$ cat config.mk
export PLATFORM = sky130hd
export DESIGN_NAME = systolic_skew_feeder
export DESIGN_NICKNAME = d
export VERILOG_FILES = /design/src/rtl/systolic_skew_feeder.sv
export SDC_FILE = /design/constraint.sdc
export NUM_CORES = 1
export LEC_CHECK = 0
export CORE_MARGIN = 1.5
export CORE_UTILIZATION = 45
export CTS_CLUSTER_DIAMETER = 30
export DETAILED_ROUTE_END_ITERATION = 8
export DONT_BUFFER_PORTS = 1
export PLACE_DENSITY_LB_ADDON = 0.2
export SYNTH_ARGS = -nofsm -noshare
export SYNTH_HDL_FRONTEND = slang
export SYNTH_SLANG_ARGS = --single-unit
$ cat constraint.sdc
create_clock -name clk -period 27.7 [get_ports clk]
set_input_delay 2.77 -clock clk [delete_from_list [all_inputs] [get_ports clk]]
set_output_delay 2.77 -clock clk [all_outputs]
set_load 0.01 [all_outputs]
$ cat src/rtl/systolic_skew_feeder.sv
// Per-lane skew FIFOs feeding a systolic array: rows are pushed in parallel, and
// each lane pops independently under data_start. A zero bubble is emitted whenever a lane does not pop.
module systolic_skew_feeder #(
    parameter int unsigned datawith   = 16,
    parameter int unsigned array_size = 8,
    parameter int unsigned fifo_depth = 8
) (
    input  logic                           clk,
    input  logic                           rst,
    input  logic                           flush,
    input  logic                           wr_en,
    input  logic [array_size*datawith-1:0] wr_row,
    output logic                           wr_ready,
    input  logic [array_size-1:0]          data_start,
    output logic [array_size*datawith-1:0] out_data,
    output logic [array_size-1:0]          out_valid,
    output logic                           empty,
    output logic                           overflow,
    output logic                           drain_done
);

    localparam int unsigned ptr_w = $clog2(fifo_depth);
    localparam int unsigned cnt_w = ptr_w + 1;
    localparam logic [cnt_w-1:0] full_cnt = cnt_w'(fifo_depth);

    typedef enum logic [1:0] {IDLE, STREAM, DONE} state_t;

    state_t                state_q;
    state_t                state_d;
    logic [ptr_w-1:0]      wr_ptr;
    logic [ptr_w-1:0]      rd_ptr [array_size];
    logic [cnt_w-1:0]      count  [array_size];
    logic [datawith-1:0]   mem    [array_size][fifo_depth];
    logic [array_size-1:0] lane_full;
    logic [array_size-1:0] lane_nonempty;
    logic [array_size-1:0] pop;
    logic                  push;

    // Full check uses pre-pop counts, so a full lane rejects a push even while popping.
    always_comb begin
        for (int i = 0; i < int'(array_size); i++) begin
            lane_full[i]     = (count[i] == full_cnt);
            lane_nonempty[i] = (count[i] != '0);
            pop[i]           = data_start[i] & lane_nonempty[i] & ~flush;
        end
    end

    assign wr_ready = ~|lane_full;
    assign empty    = ~|lane_nonempty;
    assign push     = wr_en & wr_ready & ~flush;

    // Shared write pointer, per-lane read pointers and occupancy counts.
    always_ff @(posedge clk or posedge rst) begin
        if (rst) begin
            wr_ptr <= '0;
            for (int i = 0; i < int'(array_size); i++) begin
                rd_ptr[i] <= '0;
                count[i]  <= '0;
            end
        end else if (flush) begin
            wr_ptr <= '0;
            for (int i = 0; i < int'(array_size); i++) begin
                rd_ptr[i] <= '0;
                count[i]  <= '0;
            end
        end else begin
            if (push) begin
                wr_ptr <= wr_ptr + ptr_w'(1);
            end
            for (int i = 0; i < int'(array_size); i++) begin
                if (pop[i]) begin
                    rd_ptr[i] <= rd_ptr[i] + ptr_w'(1);
                end
                case ({push, pop[i]})
                    2'b10:   count[i] <= count[i] + cnt_w'(1);
                    2'b01:   count[i] <= count[i] - cnt_w'(1);
                    default: count[i] <= count[i];
                endcase
            end
        end
    end

    // Storage needs no reset: occupancy is tracked by the counts alone.
    always_ff @(posedge clk) begin
        if (push) begin
            for (int i = 0; i < int'(array_size); i++) begin
                mem[i][wr_ptr] <= wr_row[i*datawith +: datawith];
            end
        end
    end

    always_ff @(posedge clk or posedge rst) begin
        if (rst) begin
            out_data  <= '0;
            out_valid <= '0;
            overflow  <= 1'b0;
        end else if (flush) begin
            out_data  <= '0;
            out_valid <= '0;
            overflow  <= 1'b0;
        end else begin
            for (int i = 0; i < int'(array_size); i++) begin
                out_valid[i]                   <= pop[i];
                out_data[i*datawith +: datawith] <= pop[i] ? mem[i][rd_ptr[i]] : '0;
            end
            if (wr_en && !wr_ready) begin
                overflow <= 1'b1;
            end
        end
    end

    always_ff @(posedge clk or posedge rst) begin
        if (rst) begin
            state_q <= IDLE;
        end else begin
            state_q <= state_d;
        end
    end

    always_comb begin
        state_d = state_q;
        case (state_q)
            IDLE:    if ((data_start != '0) && !empty) state_d = STREAM;
            STREAM:  if (empty && !push && (data_start == '0)) state_d = DONE;
            DONE:    state_d = IDLE;
            default: state_d = IDLE;
        endcase
        if (flush) begin
            state_d = IDLE;
        end
    end

    assign drain_done = (state_q == DONE);

endmodule

==> impl_metrics.tcl <==
set metrics [dict create \
    avgViaCountPerCell 5.418 \
    core.rowCount 117 \
    setup.worst_path.start "count[5]" \
    drc_errors 0 \
    ys_seq_area_share_pct 76.73 \
    crit_path_end "empty" \
    initial_core_util_pct 45.54 \
    synth_edf_count 1024 \
    drt-pass1-iter-count 5 \
    grt_max_degree 141 \
    avgSynthCellArea_um2 21.10 \
    drive_gt1_share_pct 29.23 \
    io_pins 280 \
    grt_setup_unrepaired "no" \
    fill_cells 7772 \
    vias 21422 \
    synth_top_cell_area_share_pct 66.08 \
    cpPeakStageDelay_ps 650 \
    synthToLayoutAreaGrowth_pct 21.46 \
    crit_top_cell "and4_1" \
    grt_pass1_vias 23814 \
    pre_cts_slack_ps 21600 \
    crit_path_top_delay_cell "nor4_1" \
    tritoncts "yes" \
    rr_worst_depth 7 \
    synth_ff_type "edfxtp_1" \
    synthDistinctLibCells 45 \
    powerDensity_nw_per_um2 106.8 \
    critPathCaptureType "primary output" \
    relSlewSlack_pct 18.44 \
    worst_slew_pin_slew_ps 1223 \
    worstPathCellList "nor4_1 > and4_1 > and4_1" \
    worst-path-max-fanout 5 \
    cts_num_sinks 1222 \
    dieWidth_um 324.6 \
    grt_antenna_before_repair 0 \
    grt_overflow 0 \
    finalSetupTns_ps 0 \
    numCtsBuffers 238 \
    cp.arrival_ps 2650 \
    cp.depth 3 \
    clockBufferDepth 3 \
    wirelength_um 100100 \
    drtIter0Drc 1413 \
    dp_hpwl_um 54920 \
    setup_ws_ps 22280 \
    hold_slack_ps 484.0 \
    min_period_ps 5417 \
    async_reset_ff_share_pct 16.20 \
    ys_ff_latch 1222 \
    antenna_cells 0 \
    die_area_um2 105300 \
    start_kind "register" \
    period_share_pct 19.56 \
    final_nets 2542 \
    crit_type "reg -> out" \
    max-cap-violations 0 \
    ant_nets 0 \
    maxSlewViolCount 0 \
    crit_required_ps 24930 \
    clock_skew_ps 41.24 \
    wl_per_cell_um 25.31 \
    insertion_delay_ps 790 \
    cts_setup_buffers 0 \
    grt_use_total_pct 19.34 \
    clockRootBuffer "clkbuf_16" \
    path_delay_family "simple AND/OR/NAND/NOR gates" \
    netlist_instances 2205 \
    path_clk_slew_ps 50 \
    gp_congestion 0.7739 \
    fp.dieH_um 324.6 \
    ff2ff_setup_slack_ps 23210 \
    syn_area_um2 46530 \
    synth_area_leaders "edfxtp_1, mux4_2, dfrtp_1" \
    cts_htree_levels 4 \
    grt_pass1_wl_um 151800 \
    timing.rr.end "mem[0][296]" \
    synth_fp_nets 2378 \
    p_leak_nw 19.26 \
    min_path_type "reg -> reg" \
    port_buffers 0 \
    hold_violations 0 \
    post_cts_resize_count 0 \
    cts_hold_buf 0 \
    synth.largest_area_cell "edfxtp_1" \
    setup_viol 0 \
    max_freq_mhz 184.6 \
    ir_worst_vdd_v 0.00006543 \
    cp_num_buf_inv 0 \
    core_area_um2 102200 \
    reg2reg_from "count[11]" \
    status "finished clean" \
    yosys_warnings 0 \
]
==> placed cells by master (no fill, tap or decap), types with 13 or more instances in the layout <==
cell           n
edfxtp_1    1024
mux4_2       256
clkbuf_16    241
nor2_1       189
dfrtp_1      189
mux2i_1      155
clkinv_2      43
buf_4         37
bufinv_16     31
clkinvlp_4    30
clkbuf_1      26
ha_1          25
inv_6         25
nand2b_1      24
clkinv_4      22
nor2b_1       21
nand2_1       19
mux2_1        18
xnor2_1       17
clkinv_1      15
nor4_1        14
a21oi_1       13
==> worst min path at each step <==
stage | to | from | slack [ps] | cells past startpoint
6_report | state_q[0] | state_q[1] | 480 | 1
3_3_place_gp | state_q[0] | state_q[1] | 460 | 1
4_1_cts | state_q[0] | state_q[1] | 480 | 1
5_1_grt | state_q[0] | state_q[1] | 510 | 1
3_5_place_dp | state_q[0] | state_q[1] | 470 | 1
2_1_floorplan | state_q[0] | state_q[1] | 450 | 1
==> report_power, final <==
part	switching (W)	leakage [nW]	internal (W)	total, W
Clock	0.000974	4.02	0.00192	0.00289
Sequential	0.000116	11.9	0.00217	0.00228
Combinational	0.000440	3.30	0.000416	0.000856
==> cell type report <==
| cell class | count | area [µm²] | area share, % |
|---|---|---|---|
| clock buffers | 277 | 6266 | 11.09 |
| clock inverters | 180 | 2101 | 3.717 |
| inverters | 17 | 71.32 | 0.1262 |
| multi-input cells | 851 | 10330 | 18.29 |
| flip-flops and latches | 1222 | 35720 | 63.19 |
| well taps | 1368 | 1712 | 3.028 |
| repair buffers | 39 | 317.8 | 0.5623 |
==> flip-flops by register name, summed over array words and instances, names as in the netlist <==
signal	cells
mem	1024
rd_ptr	24
state_q	2
wr_ptr	3
overflow	1
out_valid	8
out_data	128
count	32
==> per-layer routing <==
layer	vias to the layer above	global-route usage, %	part of all wire, %
met5	-	0	0
met4	0	6.491	2.3
met3	164	5.539	6.4
met2	572	32.53	51
met1	11443	24.09	41
li1	9243	-	-
==> cell families after synthesis <==
family | after synthesis | share of synthesized area (%)
flops | 1222 | 76.73
mux | 430 | 16.19
simple gates | 316 | 3.313
buf+inv | 132 | 1.175
compound gates | 39 | 0.8201
xor+xnor | 33 | 0.7502
fa+ha+maj | 33 | 1.016
==> synth_stat cells (13+ instances only) <==
cell type,n
nor4_1,14
nor2_1,192
dfrtp_1,198
ha_1,25
buf_1,16
a21oi_1,13
buf_2,32
nor2b_1,21
mux2_1,18
nand2_1,19
mux4_2,256
edfxtp_1,1024
clkbuf_1,65
mux2i_1,155
xnor2_1,17
nand2b_1,24
==> per-stage QoR <==
stage	instance area (µm²)	total power [W]	utilization (%)	instances
floorplan	46530	0.002995	-	2205
global placement	48150	0.003175	47.12	3497
detailed placement	48150	0.003199	47.12	3497
CTS	56520	0.006112	55.31	3954
global route	56520	0.006269	55.31	3954
finish	56520	0.006034	55.31	3954
Note: power is estimated with default switching activity, not from simulation.
